`config.mk`:
```
export PLATFORM = sky130hd
export DESIGN_NAME = ureg_rtq
export DESIGN_NICKNAME = d
export VERILOG_FILES = /design/src/rtl/ureg_rtq_pkg.sv /design/src/rtl/ureg_fifo.sv /design/src/rtl/ureg_rtq.sv
export SDC_FILE = /design/constraint.sdc
export NUM_CORES = 1
export LEC_CHECK = 0
export BUFFER_PORTS_ARGS = -buffer_cell sky130_fd_sc_hd__buf_2
export CAP_MARGIN = 30
export CORE_ASPECT_RATIO = 0.5
export CORE_MARGIN = 2
export CORE_UTILIZATION = 50
export CTS_CLUSTER_DIAMETER = 150
export DETAILED_ROUTE_END_ITERATION = 6
export HOLD_SLACK_MARGIN = 0.05
export MAX_ROUTING_LAYER = met4
export PLACE_DENSITY = 0.81
export SYNTH_ARGS = -nofsm -noshare
export SYNTH_HDL_FRONTEND = slang
export SYNTH_SLANG_ARGS = --single-unit
```
`constraint.sdc`:
```
create_clock -name i_clk -period 4.9 [get_ports i_clk]
set_input_delay 0.245 -clock i_clk [delete_from_list [all_inputs] [get_ports i_clk]]
set_output_delay 0.245 -clock i_clk [all_outputs]
set_load 0.05 [all_outputs]
```
`src/rtl/ureg_rtq_pkg.sv`:
```
// ureg_rtq_pkg: shared address constants, read-back indices and dispatcher states
package ureg_rtq_pkg;
  localparam logic [7:0] UREG_WAIT = 8'h80;
  localparam logic [7:0] UREG_CASE = 8'h81;
  localparam logic [7:0] UREG_SYNC = 8'h82;
  localparam logic [2:0] RB_STATUS = 3'd0;
  localparam logic [2:0] RB_CYCLE  = 3'd1;
  localparam logic [2:0] RB_DISP   = 3'd2;
  localparam logic [2:0] RB_ERR    = 3'd3;
  localparam logic [2:0] RB_JMP    = 3'd4;
  localparam int ENTRY_W = 40;
  typedef enum logic {S_IDLE = 1'b0, S_WAIT = 1'b1} state_t;
endpackage

```
`src/rtl/ureg_fifo.sv`:
```
// ureg_fifo: synchronous first-word-fall-through FIFO with occupancy level
module ureg_fifo #(
  parameter int DEPTH = 16,
  parameter int W = 40
) (
  input  logic                     i_clk,
  input  logic                     i_rst,
  input  logic                     push,
  input  logic                     pop,
  input  logic [W-1:0]             din,
  output logic [W-1:0]             dout,
  output logic                     full,
  output logic                     empty,
  output logic [$clog2(DEPTH):0]   level
);
  localparam int AW = $clog2(DEPTH);
  localparam int LW = AW + 1;
  logic [W-1:0] mem [DEPTH];
  logic [AW-1:0] wr_ptr, rd_ptr;
  logic do_push, do_pop;
  assign full = level == LW'(DEPTH);
  assign empty = level == '0;
  assign do_push = push && !full;
  assign do_pop = pop && !empty;
  assign dout = mem[rd_ptr];
  always_ff @(posedge i_clk) if (do_push) mem[wr_ptr] <= din;
  always_ff @(posedge i_clk) begin
    if (i_rst) begin
      wr_ptr <= '0;
      rd_ptr <= '0;
      level <= '0;
    end else begin
      wr_ptr <= wr_ptr + AW'(do_push);
      rd_ptr <= rd_ptr + AW'(do_pop);
      level <= level + LW'(do_push) - LW'(do_pop);
    end
  end
endmodule

```
`src/rtl/ureg_rtq.sv`:
```
// ureg_rtq: timestamped user-register queue dispatching writes to real-time channels
module ureg_rtq import ureg_rtq_pkg::*; #(
  parameter int DEPTH = 16
) (
  input  logic        i_clk,
  input  logic        i_rst,
  input  logic        i_ureg_we,
  input  logic [7:0]  i_ureg_waddr,
  input  logic [31:0] i_ureg_wdata,
  input  logic [2:0]  i_ureg_raddr,
  output logic [31:0] o_ureg_rdata,
  output logic        o_hlt,
  input  logic [7:0]  i_case_sel,
  output logic [31:0] o_jmp_offset,
  output logic        o_rt_valid,
  output logic [6:0]  o_rt_addr,
  output logic [31:0] o_rt_data
);
  localparam int LW = $clog2(DEPTH) + 1;
  state_t state, state_n;
  logic [31:0] cnt, cnt_n, cyc_cnt, disp_cnt, err_cnt, status;
  logic [LW-1:0] level;
  logic [ENTRY_W-1:0] dout;
  logic full, empty, is_push, is_sync, acc, push, pop, pop_data, busy;
  assign is_push = !i_ureg_waddr[7] || i_ureg_waddr == UREG_WAIT;
  assign is_sync = i_ureg_waddr == UREG_SYNC;
  assign o_hlt = !i_rst && i_ureg_we && ((is_push && full) || (is_sync && (!empty || state != S_IDLE)));
  assign acc = !i_rst && i_ureg_we && !o_hlt;
  assign push = acc && is_push;
  assign pop = state == S_IDLE && !empty;
  // only 0x80 entries carry bit 39, so it marks a wait entry
  assign pop_data = pop && !dout[39];
  ureg_fifo #(.DEPTH(DEPTH), .W(ENTRY_W)) u_fifo (
    .i_clk(i_clk), .i_rst(i_rst), .push(push), .pop(pop),
    .din({i_ureg_waddr, i_ureg_wdata}), .dout(dout),
    .full(full), .empty(empty), .level(level)
  );
  always_comb begin
    state_n = state;
    cnt_n = cnt;
    if (state == S_WAIT) begin
      cnt_n = cnt - 32'd1;
      state_n = cnt == 32'd1 ? S_IDLE : S_WAIT;
    end else if (pop && dout[39] && dout[31:0] != 32'd0) begin
      cnt_n = dout[31:0];
      state_n = S_WAIT;
    end
  end
  always_ff @(posedge i_clk) begin
    if (i_rst) begin
      state <= S_IDLE;
      cnt <= '0;
      cyc_cnt <= '0;
      disp_cnt <= '0;
      err_cnt <= '0;
      o_jmp_offset <= '0;
      o_rt_valid <= 1'b0;
      o_rt_addr <= '0;
      o_rt_data <= '0;
    end else begin
      state <= state_n;
      cnt <= cnt_n;
      cyc_cnt <= cyc_cnt + 32'd1;
      o_rt_valid <= pop_data;
      if (pop_data) begin
        o_rt_addr <= dout[38:32];
        o_rt_data <= dout[31:0];
        disp_cnt <= disp_cnt + 32'd1;
      end
      if (acc && i_ureg_waddr == UREG_CASE) o_jmp_offset <= {22'b0, i_case_sel, 2'b00};
      if (acc && i_ureg_waddr > UREG_SYNC) err_cnt <= err_cnt + 32'd1;
    end
  end
  assign busy = !empty || state == S_WAIT;
  assign status = {16'b0, 8'(level), 4'b0, busy, full, empty, state};
  assign o_ureg_rdata = i_ureg_raddr == RB_STATUS ? status :
                        i_ureg_raddr == RB_CYCLE  ? cyc_cnt :
                        i_ureg_raddr == RB_DISP   ? disp_cnt :
                        i_ureg_raddr == RB_ERR    ? err_cnt :
                        i_ureg_raddr == RB_JMP    ? o_jmp_offset : 32'd0;
endmodule

```
**After elaboration in Yosys (flattened, before gate mapping)**

Memories as Yosys holds them, arrays and structs flattened. A register that Yosys moved wholly into a read port is not among the register bits.
Cells that the tools add are included.

- Flip-flop bits (word level): 190
- Latch bits: 0
- Memory bits (writable): 640
- Bits in read-only memories: 0
- Input port bits: 54
- Output and inout port bits: 105
- Word-level logic and storage cells: 72
- Memories kept: 1

Memory list:

| name | words | width | read ports | clocked after Yosys merged registers in | write ports | RTL line | source |
|---|---|---|---|---|---|---|---|
| u_fifo.mem | 16 | 40 | 1 | 1 | 1 | ureg_fifo.sv:18 | `logic [W-1:0] mem [DEPTH];` |

- Add/sub/neg operators: 8
- Multipliers: 0
- Divide/modulo/power cells: 0
- Order comparisons: 1
- Equality and inequality tests: 9
- Shift operators: 0
- Multiplexer cells: 13
- Bitwise operators: 1
- Reduce and logical (&&, ||, !) cells: 27

Operators by type and width:

| cell | number |
|---|---|
| $mux W32 | 6 |
| $add A32 B1 Y32 const B | 3 |
| $eq A32 B1 Y1 const B | 1 |
| $reduce_bool A32 Y1 | 1 |
| $sub A32 B1 Y32 const B | 1 |
| $eq A8 B8 Y1 const B | 3 |
| $logic_and A1 B1 Y1 | 14 |
| $mux W10 | 1 |
| $add A4 B1 Y4 | 2 |
| $gt A8 B8 Y1 const B | 1 |
| $eq A3 B2 Y1 const B | 2 |
| $logic_not A1 Y1 | 6 |
| $add A5 B1 Y5 | 1 |
| $eq A5 B5 Y1 const B | 1 |
| $logic_not A5 Y1 | 1 |
| $mux W1 | 5 |
| $sub A5 B1 Y5 | 1 |
| $mux W4 | 1 |
| $eq A3 B1 Y1 const B | 1 |
| $eq A3 B3 Y1 const B | 1 |
| $logic_not A3 Y1 | 1 |
| $logic_or A1 B1 Y1 | 3 |
| $reduce_bool A2 Y1 | 1 |
| $not A1 Y1 | 1 |

**Depth between registers and ports, before layout**

Gate-level depths: netlist (run 1).

- Depth in word-level cells: 12
- Gate-level depth with buffers: 14
- Gate-level depth less buffers: 12

**Hierarchy**

Synthesis (run 1) repeated with hierarchy kept, for this count alone.

- Cell total of the unflattened synthesis: 2340
- Area, all modules: 34369.2 um^2

Modules (own cells, without submodules):

| module | instances | cells an instance | area each (um^2) | seq. area each (um^2) |
|---|---|---|---|---|
| ureg_fifo | 1 | 1240 | 25336.8 | 19478.7 |
| ureg_rtq | 1 | 1100 | 9032.4 | 3543.4 |

**Worst setup path after synthesis (run 1)**

Ideal clock, no wire load.

- Kind: input -> register
- Start point: in i_ureg_waddr[2]
- End point: mem u_fifo.mem[0][0] (enable)
- Library setup time: 0.487 ns
- Data arrival time: 4.469 ns
- Required time: 4.413 ns
- Slack: -0.056 ns
- Stages on the path: 7
- Buffers on the path: 1
- Path through: nor3_1 nand2_1 o31ai_1 and3_1 clkbuf_1 or3b_2 nor3_1

- Longest elaborated chain between the ends: 11
- Elaborated cells between the ends (all ways): 13
- Those cells by class: eq/ne: 2; mux: 2; reduce/logical: 9

RTL lines:

| what | RTL line | source |
|---|---|---|
| from (decl) | ureg_rtq.sv:8 | `input logic [7:0] i_ureg_waddr,` |
| $eq A8 B8 Y1 | ureg_rtq.sv:25 | `assign is_push = !i_ureg_waddr[7] \|\| i_ureg_waddr == UREG_WAIT;` |
| $logic_or A1 B1 Y1 | ureg_rtq.sv:25 |  |
| $logic_and A1 B1 Y1 | ureg_rtq.sv:27 | `assign o_hlt = !i_rst && i_ureg_we && ((is_push && full) \|\| (is_sync && (!empty \|\| state != S_IDLE)));` |
| $logic_or A1 B1 Y1 | ureg_rtq.sv:27 |  |
| $logic_and A1 B1 Y1 | ureg_rtq.sv:27 |  |
| $logic_not A1 Y1 | ureg_rtq.sv:28 | `assign acc = !i_rst && i_ureg_we && !o_hlt;` |
| $logic_and A1 B1 Y1 | ureg_rtq.sv:28 |  |
| $logic_and A1 B1 Y1 (*) | ureg_rtq.sv:29 | `assign push = acc && is_push;` |
| $logic_and A1 B1 Y1 (*) | ureg_fifo.sv:23 | `assign do_push = push && !full;` |
| $mux W1 (*) | ureg_fifo.sv:26 | `always_ff @(posedge i_clk) if (do_push) mem[wr_ptr] <= din;` |
| $mux W1 (not written as such) (*) | ureg_fifo.sv:26 |  |
| to (decl) | ureg_fifo.sv:18 |  |

Mark *: on every way between the ends. The rest lies on a longest branch, timed or not.

==> results of run 1 <==
[layer usage]
layer	vias up	part of all wire
li1	8636	-
met1	10400	0.37
met2	1352	0.50
met3	236	0.096
met4	0	0.034
met5	-	0
[registers in the layout (all words and copies together) (netlist names)]
signal,count
o_rt_data,32
u_fifo.level,5
o_rt_valid,1
state,1
u_fifo.wr_ptr,4
cnt,32
o_jmp_offset,8
err_cnt,32
disp_cnt,32
u_fifo.rd_ptr,4
cyc_cnt,32
u_fifo.mem,640
o_rt_addr,7
[per-stage QoR]
step           hold slack, ns  instances  area, sq um
2_1_floorplan           0.344       2158        33900
3_3_place_gp            0.437       3109        35700
3_5_place_dp            0.442       3112        35700
4_1_cts                 0.156       3300        38600
5_1_grt                 0.187       3302        38600
6_report                0.125       3302        38600
[placed cells by master, fill, tap and decap left out, types with 7 or more instances in the layout]
cell	netlist	final
nor3_1	21	16
buf_4	28	43
nand2_1	100	100
and4_1	8	8
o22ai_1	11	11
edfxtp_1	640	640
and3_1	20	20
clkbuf_1	72	18
dfxtp_1	190	187
nor4_1	9	9
xnor2_1	26	26
a22oi_1	65	65
mux2_2	31	31
and2_1	15	15
a221oi_1	16	16
mux4_2	171	171
nand3_1	39	39
inv_1	30	30
nand2b_1	11	11
conb_1	1	24
a211oi_1	8	8
or3_1	22	22
buf_12	0	12
nor2_4	0	12
ha_1	15	15
mux2i_1	68	68
o21ai_0	37	37
nor2_1	226	214
nand4_1	23	23
nor2b_1	31	31
clkbuf_16	0	79
a311oi_1	7	7
dlygate4sd3_1	0	48
buf_2	14	133
clkinv_1	1	13
a21oi_1	44	44
clkinv_2	0	16
xor2_1	59	59
[power by group through the flow]
stage	Combinational (uW)	Clock, uW	Sequential [uW]
detailed placement	5340	0	8420
global route	5830	6090	8310
CTS	5470	5830	8280
global placement	5150	0	8400
floorplan	3600	0	8690
finish	5560	5790	8290
[final cells by class]
class / count / area, sq um / area share
multi-input combinational: 1162 / 10200 / 0.263
timing repair buffer: 241 / 1780 / 0.0462
sequential: 830 / 23000 / 0.596
clock buffer: 99 / 2060 / 0.0533
tap: 897 / 1120 / 0.0291
inverter: 32 / 120 / 0.00311
clock inverter: 41 / 342 / 0.00884
[worst min-delay path by stage]
stage,to,slack (ns),cells after the start
floorplan,u_fifo.mem[0][0],0.34,0
global placement,cyc_cnt[0],0.44,1
detailed placement,cyc_cnt[0],0.44,1
CTS,o_rt_addr[1],0.16,2
global route,o_jmp_offset[5],0.19,2
finish,o_rt_addr[1],0.13,2
[kinds of logic after synthesis]
logic type / after synthesis / share of synthesized area
compound gates: 227 / 0.0469
xor+xnor: 85 / 0.0220
fa+ha+maj: 16 / 0.00615
buf+inv: 166 / 0.0232
flops: 830 / 0.682
mux: 270 / 0.145
other cells: 1 / 0.000111
simple gates: 540 / 0.0752
==> flow_summary_export.csv, run 1 <==
group,metric,value,unit
sta,report.final.setup_viol,0,
yosys,fraction_of_synthesis_flops_using_an_asynchronous_set_or_reset_pin,0,
pwr,power.net_switching,6290,uW
finish,syn_to_final_growth,14.4,%
pwr,clockPowerShare,0.295,
worst_setup_path,timing.reg2reg.setup_slack,0.41,ns
grt,first_pass_grt_wire_length,127000,um
worst_setup_path,cp.buffers_inverters,2,
worst_setup_path,required_time_at_the_worst_slack_endpoint,5.41,ns
grt,grt.met3_usage,0.0446,
floorplanning,ios,159,
cts,cts_tree,"done",
routing,routed-via-count,20600,
worst_setup_path,path_common_cell,"buf_12",
pwr,switching_share,0.320,
cts,clock_sink_count,830,
finish,fin_nets,2412,
cts,clkTransAtPathRegs,0.07,ns
yosys,netlist-cell-type-count,65,
placement,globalplace.congestion,0.977,
yosys,synthFlopType,"edfxtp_1",
sta,worst_slew_pin_slew,0.936,ns
worst_setup_path,crit_fanout,56,
sta,final.setup.worst_slack,0.413,ns
yosys,synthesis.instances,2135,
grt,groute.usage.overall,0.250,
worst_setup_path,endpoint_kind,"register",
routing,initialDrtViolationCount,2616,
pwr,share_seq_of_total_power,0.422,
routing,antenna_left,0,
sta,report.final.slew_viol_count,0,
hold_path,min-delay-start,"i_rst",
worst_setup_path,timing.critical_path.cells,"buf_12 -> buf_12 -> mux4_2 -> o21ai_0 -> o22ai_1 -> a211oi_1 -> nand4b_1 -> o31ai_4 -> nand2_4 -> a221oi_1",
job,cap_viol_max_count,0,
yosys,ys_top_cells_by_area,"edfxtp_1, mux4_2, dfxtp_1",
sta,worst_clock_skew,0.0241,ns
floorplanning,floorplan.initialDensity,0.505,
finish,nFillCells,4760,
pwr,p_int,13300,uW
yosys,synth.largest_area_cell,"edfxtp_1",
worst_setup_path,category_of_the_worst_setup_path_launch_point,"register",
floorplanning,chipWidth,371,um
hold_path,class_of_the_tightest_hold_or_removal_check,"in -> reg",
grt,vias_in_the_first_global_route,20300,
yosys,synth.yosys.warnings,0,
yosys,yosysSeqAreaShare,0.682,
worst_setup_path,timing.critical_path.to,"cnt[17]",
sta,max-slew-margin-rel,0.376,
finish,num_antenna_cells,0,
cts,cts-hold-fix-buffers,48,
cts,cts_setup_buffers,0,
placement,buffer_ports.inserted,134,
placement,dpl.hpwl,49100,um
sta,final.min_clock_period,4.49,ns
cts,clk_latency,0.63,ns
yosys,synth_seq_cells,830,
worst_setup_path,crit_start,"u_fifo.rd_ptr[0]",
cts,cts-root-buf,"clkbuf_16",
pwr,pwr-share-comb,0.283,
worst_setup_path,number_of_logic_stages_on_the_critical_path_including_buffering,10,
grt,grtUsageMet1,0.321,
worst_setup_path,cp_top_family,"compound AO/OA/AOI/OAI gates",
worst_setup_path,number_of_cells_on_the_worst_reg_to_reg_path,10,
sta,min_period_over_period,0.916,
pwr,worst_ir_drop_vdd,0.353,mV
sta,rsz_0062_raised_after_global_routing,"no",
sta,max_clock_freq,223,MHz
routing,finalWirelength,85600,um
pwr,power-per-cell-area,508,nW/um^2
cts,ctsResizeCount,0,
finish,layout.core_utilization,0.577,
floorplanning,placeableCoreArea,66900,sq um
worst_setup_path,r2r-end,"cnt[17]",
worst_setup_path,critical_path_arrival,5.00,ns
worst_setup_path,worst-setup-path-type,"reg -> reg",
yosys,postSynthAreaPerCell,15.8,sq um
floorplanning,core.rowCount,67,
yosys,synth_commonest_cells,"edfxtp_1, nor2_1, dfxtp_1, mux4_2, nand2_1",
worst_setup_path,cpMaxStageDelayCell,"dfxtp_4",
sta,setup-tns-final,0,ns
pwr,total_power,19600,uW
grt,use_met2,0.404,
floorplanning,chipHeight,188,um
pwr,cellLeakagePower,0.0128,uW
grt,busiest_layer,"met2",
floorplanning,floorplan.die_area,69700,sq um
routing,routed_length_per_instance,25.9,um
cts,cts.htree.levels,3,
run_status,run_status,"complete, no violations",
worst_setup_path,critical_path.reg2reg.startpoint,"u_fifo.rd_ptr[0]",
routing,drt_drc_violations_left,0,
worst_setup_path,cp_slowest_stage_delay,0.60,ns
grt,antenna_found_initial,0,
grt,grt-ovfl-total,0,
yosys,netlist.area_leader.share,0.569,
grt,grt_max_degree,120,
routing,avgViaCountPerCell,6.25,
yosys,count_of_flip_flops_with_a_built_in_enable_after_synthesis,640,
routing,drtPass1Iterations,6,
yosys,synthMostInstantiatedCell,"edfxtp_1",
cts,clock_path_buffers,3,
sta,final_hold_viol_count,0,
cts,tritoncts.num_buffers,75,
finish,drive_above_1_share,0.222,
placement,pre_cts_setup_slack,0.635,ns
yosys,post_synth_instance_area,33800,sq um
(Power assumes the default switching activity.)
==> run 2: changes to the inputs <==
CTS_BUF_LIST = sky130_fd_sc_hd__clkbuf_8   (was unset)
==> run 2 against run 1 <==
Effect of this change: die area unchanged; hold slack lost 0.016 ns; register-to-register slack gained 0.11 ns; routed wire length down 5.2%; total power is 4.7% lower; critical path depth is the same; clock power fell by 14%; first-iteration DRC count up 3.6%; non-clock buffer count unchanged; sequential cell count unchanged; clock skew increased by 0.012 ns; largest power group unchanged; highest routed layer unchanged.
==> flow_summary_export.csv, run 2 (synthesis results as in run 1) <==
group,metric,value,unit
run_status,run_status,"complete, no violations",
grt,first_pass_grt_wire_length,121000,um
routing,drt_drc_violations_left,0,
cts,cts.htree.levels,3,
worst_setup_path,critical_path.reg2reg.startpoint,"u_fifo.rd_ptr[0]",
floorplanning,chipHeight,188,um
worst_setup_path,cpMaxStageDelayCell,"dfxtp_4",
routing,initialDrtViolationCount,2711,
pwr,cellLeakagePower,0.0129,uW
sta,report.final.setup_viol,0,
worst_setup_path,crit_fanout,56,
pwr,p_int,12600,uW
pwr,power-per-cell-area,488,nW/um^2
sta,rsz_0062_raised_after_global_routing,"no",
finish,largest_reg_flops,640,
cts,clock_path_buffers,3,
placement,dpl.hpwl,49100,um
finish,fin_nets,2451,
cts,cts-root-buf,"clkbuf_8",
grt,antenna_found_initial,0,
finish,num_antenna_cells,0,
grt,vias_in_the_first_global_route,20100,
placement,post-place-cells,3112,
sta,hold_slack,0.109,ns
finish,drive_above_1_share,0.230,
sta,max_clock_freq,228,MHz
sta,final.min_clock_period,4.38,ns
grt,grt_max_degree,120,
grt,groute.usage.overall,0.239,
pwr,share_seq_of_total_power,0.442,
sta,worst_clock_skew,0.0361,ns
hold_path,min-delay-start,"i_ureg_we",
finish,final_cell_mix,"edfxtp_1, nor2_1, dfxtp_1",
floorplanning,chipWidth,371,um
floorplanning,floorplan.initialDensity,0.505,
worst_setup_path,required_time_at_the_worst_slack_endpoint,5.50,ns
routing,finalWirelength,81200,um
routing,drtPass1Iterations,6,
hold_path,class_of_the_tightest_hold_or_removal_check,"in -> reg",
pwr,worst_ir_drop_vdd,0.351,mV
sta,min_period_over_period,0.894,
sta,worst_slew_pin_slew,1.04,ns
cts,clkTransAtPathRegs,0.07,ns
sta,setup-tns-final,0,ns
pwr,switching_share,0.326,
placement,buffer_ports.inserted,134,
cts,cts_tree,"done",
floorplanning,ios,159,
sta,report.final.slew_viol_count,0,
finish,mostFrequentLayoutCell,"edfxtp_1",
sta,final_hold_viol_count,0,
pwr,pwr-share-comb,0.291,
worst_setup_path,category_of_the_worst_setup_path_launch_point,"register",
worst_setup_path,worst-setup-path-type,"reg -> reg",
placement,postPlaceCellArea,35700,sq um
grt,grt-ovfl-total,0,
worst_setup_path,critical_path_arrival,4.98,ns
routing,routed-via-count,20300,
floorplanning,placeableCoreArea,66900,sq um
cts,cts_setup_buffers,0,
routing,routed_length_per_instance,24.1,um
hold_path,timing.hold.worst_endpoint,"o_jmp_offset[8]",
cts,tritoncts.num_buffers,114,
floorplanning,core.rowCount,67,
job,cap_viol_max_count,0,
worst_setup_path,endpoint_kind,"register",
routing,avgViaCountPerCell,6.03,
worst_setup_path,timing.critical_path.cells,"buf_12 -> buf_12 -> mux4_2 -> o21ai_0 -> o22ai_1 -> a211oi_1 -> nand4b_1 -> o31ai_4 -> nand2_4 -> a221oi_1",
worst_setup_path,number_of_logic_stages_on_the_critical_path_including_buffering,10,
worst_setup_path,r2r-end,"cnt[17]",
pwr,clockPowerShare,0.266,
worst_setup_path,cp.buffers_inverters,2,
routing,antenna_left,0,
worst_setup_path,timing.reg2reg.setup_slack,0.52,ns
worst_setup_path,number_of_cells_on_the_worst_reg_to_reg_path,10,
floorplanning,floorplan.die_area,69700,sq um
finish,syn_to_final_growth,13.7,%
worst_setup_path,cp_top_family,"compound AO/OA/AOI/OAI gates",
finish,largest_register,"u_fifo.mem",
cts,clk_latency,0.73,ns
worst_setup_path,cp_slowest_stage_delay,0.59,ns
worst_setup_path,path_common_cell,"buf_12",
pwr,power.net_switching,6110,uW
finish,stdcell_area,38400,sq um
finish,fin_cells,3374,
sta,max-slew-margin-rel,0.303,
cts,clock_sink_count,830,
placement,globalplace.congestion,0.977,
hold_path,worstHoldPathCells,5,
## run 2: final cells by class
cell class	count	area, sq um
fillers	4783	28500
repair buffers	241	1770
inverters	32	120
multi-input cells	1162	10200
well taps	897	1120
flip-flops and latches	830	23000
clock buffers	133	1830
clock inverters	79	342
## run 2: tightest hold or removal path, stage by stage
cell      delay [ns]
buf_2           0.12
nand3b_1        0.15
nor4b_2         0.08
mux2i_1         0.11
nor2_1          0.08
## run 2: per-stage QoR
step / util / setup WS [ns] / power, uW
6_report: 0.574 / 0.518 / 18700
3_5_place_dp: 0.534 / 0.635 / 13800
2_1_floorplan: - / 0.287 / 12300
5_1_grt: 0.574 / 0.257 / 19400
3_3_place_gp: 0.533 / 0.748 / 13600
4_1_cts: 0.574 / 0.588 / 18700
## run 2: repair_timing
item,CTS,global route
hold buffers,49,0
hold endpoints to repair,649,0
resized for setup,0,0
## run 2: per-layer routing
layer	up-vias	GRT usage	share of wire
met5	-	-	0
met4	0	0.0768	0.029
met3	182	0.0447	0.097
met2	1227	0.382	0.49
met1	10200	0.313	0.38
li1	8733	-	-
## run 2: worst max-delay path by stage
stage	end	slack (ns)	startpoint
2_1_floorplan	u_fifo.mem[3][0]	0.29	i_ureg_waddr[2]
4_1_cts	cnt[17]	0.59	u_fifo.rd_ptr[0]
3_5_place_dp	cnt[17]	0.63	u_fifo.rd_ptr[0]
5_1_grt	cnt[13]	0.26	u_fifo.rd_ptr[0]
6_report	cnt[17]	0.52	u_fifo.rd_ptr[0]
3_3_place_gp	cnt[2]	0.75	u_fifo.rd_ptr[0]
## run 2: power groups by stage
stage               clock network [uW]  registers [uW]  logic (uW)
floorplan                            0            8690        3600
CTS                               5040            8280        5390
detailed placement                   0            8420        5340
global route                      5330            8310        5760
global placement                     0            8400        5150
finish                            4980            8280        5460
==> run 3: changes to the inputs <==
BUFFER_PORTS_ARGS = unset   (was -buffer_cell sky130_fd_sc_hd__buf_2)
DONT_BUFFER_PORTS = 1   (was unset)
PLACE_DENSITY = 0.79   (was 0.81)
==> run 3 against run 2 <==
Effect of this change: the flow now finishes with violations (DRC); combinational power is 14% lower; routed wire length is 1.0% lower; worst setup slack better by 0.076 ns; total power is 0.67% higher; first-iteration DRC count is 19% lower; count of clock-buffer cells in the layout is 3 higher; final cell count is 3.8% lower; non-clock buffer count is 141 lower; sequential power is 6.5% higher; sequential cell count stayed put; largest cell class unchanged; largest power group unchanged.
==> flow_summary_export.csv, run 3 (synthesis results as in run 1) <==
group,metric,value,unit
placement,globalplace.congestion,0.888,
hold_path,timing.hold.worst_endpoint,"u_fifo.wr_ptr[0]",
floorplanning,floorplan.initialDensity,0.505,
grt,antenna_found_initial,4,
pwr,worst_ir_drop_vdd,0.308,mV
sta,report.final.slew_viol_count,0,
finish,drive_above_1_share,0.190,
placement,dpl.hpwl,46200,um
floorplanning,floorplan.die_area,69700,sq um
sta,final_hold_viol_count,0,
routing,finalWirelength,80400,um
placement,buffer_ports.inserted,0,
cts,cts-hold-fix-buffers,52,
grt,vias_in_the_first_global_route,19400,
grt,grt-ovfl-total,0,
cts,clk_latency,0.74,ns
pwr,total_power,18800,uW
finish,largest_register,"u_fifo.mem",
cts,clock_path_buffers,3,
worst_setup_path,number_of_cells_on_the_worst_reg_to_reg_path,9,
floorplanning,ios,159,
routing,drtPass1Iterations,7,
worst_setup_path,critical_path_arrival,4.92,ns
finish,largest_reg_flops,640,
cts,ctsResizeCount,0,
cts,cts_tree,"done",
sta,min_period_over_period,0.879,
sta,final.min_clock_period,4.31,ns
pwr,power-per-cell-area,498,nW/um^2
routing,drt_drc_violations_left,1,
worst_setup_path,timing.reg2reg.setup_slack,0.59,ns
routing,antenna_left,0,
sta,hold_slack,0.221,ns
sta,worst_slew_pin_slew,1.02,ns
worst_setup_path,crit_fanout,60,
finish,syn_to_final_growth,12.2,%
sta,max-slew-margin-rel,0.317,
cts,clock_sink_count,830,
cts,cts.htree.levels,3,
sta,rsz_0062_raised_after_global_routing,"no",
cts,clkTransAtPathRegs,0.07,ns
routing,routed_length_per_instance,24.8,um
floorplanning,chipHeight,188,um
job,cap_viol_max_count,0,
routing,initialDrtViolationCount,2209,
worst_setup_path,category_of_the_worst_setup_path_launch_point,"register",
run_status,run_status,"finished, violations left",
sta,max_clock_freq,232,MHz
floorplanning,placeableCoreArea,66900,sq um
sta,setup-tns-final,0,ns
worst_setup_path,worst-setup-path-type,"reg -> reg",
floorplanning,chipWidth,371,um
cts,cts_setup_buffers,0,
worst_setup_path,endpoint_kind,"register",
floorplanning,core.rowCount,67,
finish,final_cell_mix,"edfxtp_1, nor2_1, dfxtp_1",
worst_setup_path,crit_start,"u_fifo.rd_ptr[1]",
routing,avgViaCountPerCell,6.11,
run_status,violations,"DRC",
grt,first_pass_grt_wire_length,121000,um
cts,cts-root-buf,"clkbuf_8",
finish,nFillCells,4799,
worst_setup_path,required_time_at_the_worst_slack_endpoint,5.51,ns
cts,tritoncts.num_buffers,116,
worst_setup_path,critical_path.reg2reg.startpoint,"u_fifo.rd_ptr[1]",
worst_setup_path,r2r-end,"cnt[5]",
grt,grt_max_degree,191,
sta,report.final.setup_viol,0,
finish,mostFrequentLayoutCell,"edfxtp_1",
hold_path,worstHoldPathCells,4,
routing,routed-via-count,19800,
finish,fin_nets,2312,
sta,worst_clock_skew,0.0408,ns
grt,groute.usage.overall,0.237,
pwr,cellLeakagePower,0.0123,uW
hold_path,class_of_the_tightest_hold_or_removal_check,"in -> reg",
hold_path,min-delay-start,"i_ureg_waddr[7]",
==> run 3: cell count changes in the layout (fill, tap and decap cells not counted), moves of 3 or more <==
cell	previous run	this run
diode_2	0	3
buf_4	43	35
clkinv_2	9	18
bufinv_16	0	3
o21ai_1	0	4
inv_1	82	67
clkbuf_8	133	136
o21ai_0	37	33
buf_2	133	0
clkinv_1	15	21
==> run 3: cell type report <==
class / count / area, sq um / area share
Tap cell: 897 / 1120 / 0.0296
Clock buffer: 136 / 1870 / 0.0494
Sequential cell: 830 / 23000 / 0.608
Timing Repair Buffer: 100 / 1080 / 0.0284
Antenna cell: 3 / 7.51 / 0.000198
Inverter: 32 / 120 / 0.00317
Clock inverter: 85 / 467 / 0.0123
Multi-Input combinational cell: 1162 / 10200 / 0.269
==> run 3: worst max path at each step <==
stage	endpoint	slack, ns	cells after the start
after floorplan	u_fifo.mem[3][0]	0.29	7
after global placement	cnt[17]	0.74	9
after detailed placement	cnt[5]	0.60	9
after CTS	cnt[5]	0.58	9
after global routing	cnt[2]	0.44	9
final	cnt[5]	0.59	9
==> run 3: report_power, final <==
group / internal (uW) / total [uW] / switching (uW)
Sequential: 7900 / 8820 / 919
Combinational: 2100 / 4710 / 2610
Clock: 2700 / 5320 / 2620
==> run 3: routing by layer <==
layer / share of wire / up-vias / track usage
li1: - / 8493 / -
met3: 0.093 / 167 / 0.0436
met2: 0.49 / 1110 / 0.375
met5: 0 / - / -
met1: 0.39 / 10000 / 0.318
met4: 0.025 / 0 / 0.0662
==> run 3: through the flow <==
stage | cell area, sq um | util | std cells | worst slack (ns)
6_report | 37900 | 0.566 | 3245 | 0.594
3_5_place_dp | 35000 | 0.523 | 2969 | 0.602
4_1_cts | 37900 | 0.566 | 3242 | 0.581
5_1_grt | 37900 | 0.566 | 3245 | 0.438
3_3_place_gp | 34900 | 0.522 | 2962 | 0.736
2_1_floorplan | 33900 | - | 2158 | 0.287
==> run 3: worst max-delay path, cell delays in order, from the launching register on <==
cell	delay [ns]
dfxtp_4	0.91
buf_4	0.44
mux4_2	0.35
a22oi_1	0.21
nand2_1	0.18
a2111o_1	0.39
or4_1	0.57
o31ai_4	0.49
nand2_4	0.26
a221oi_1	0.35
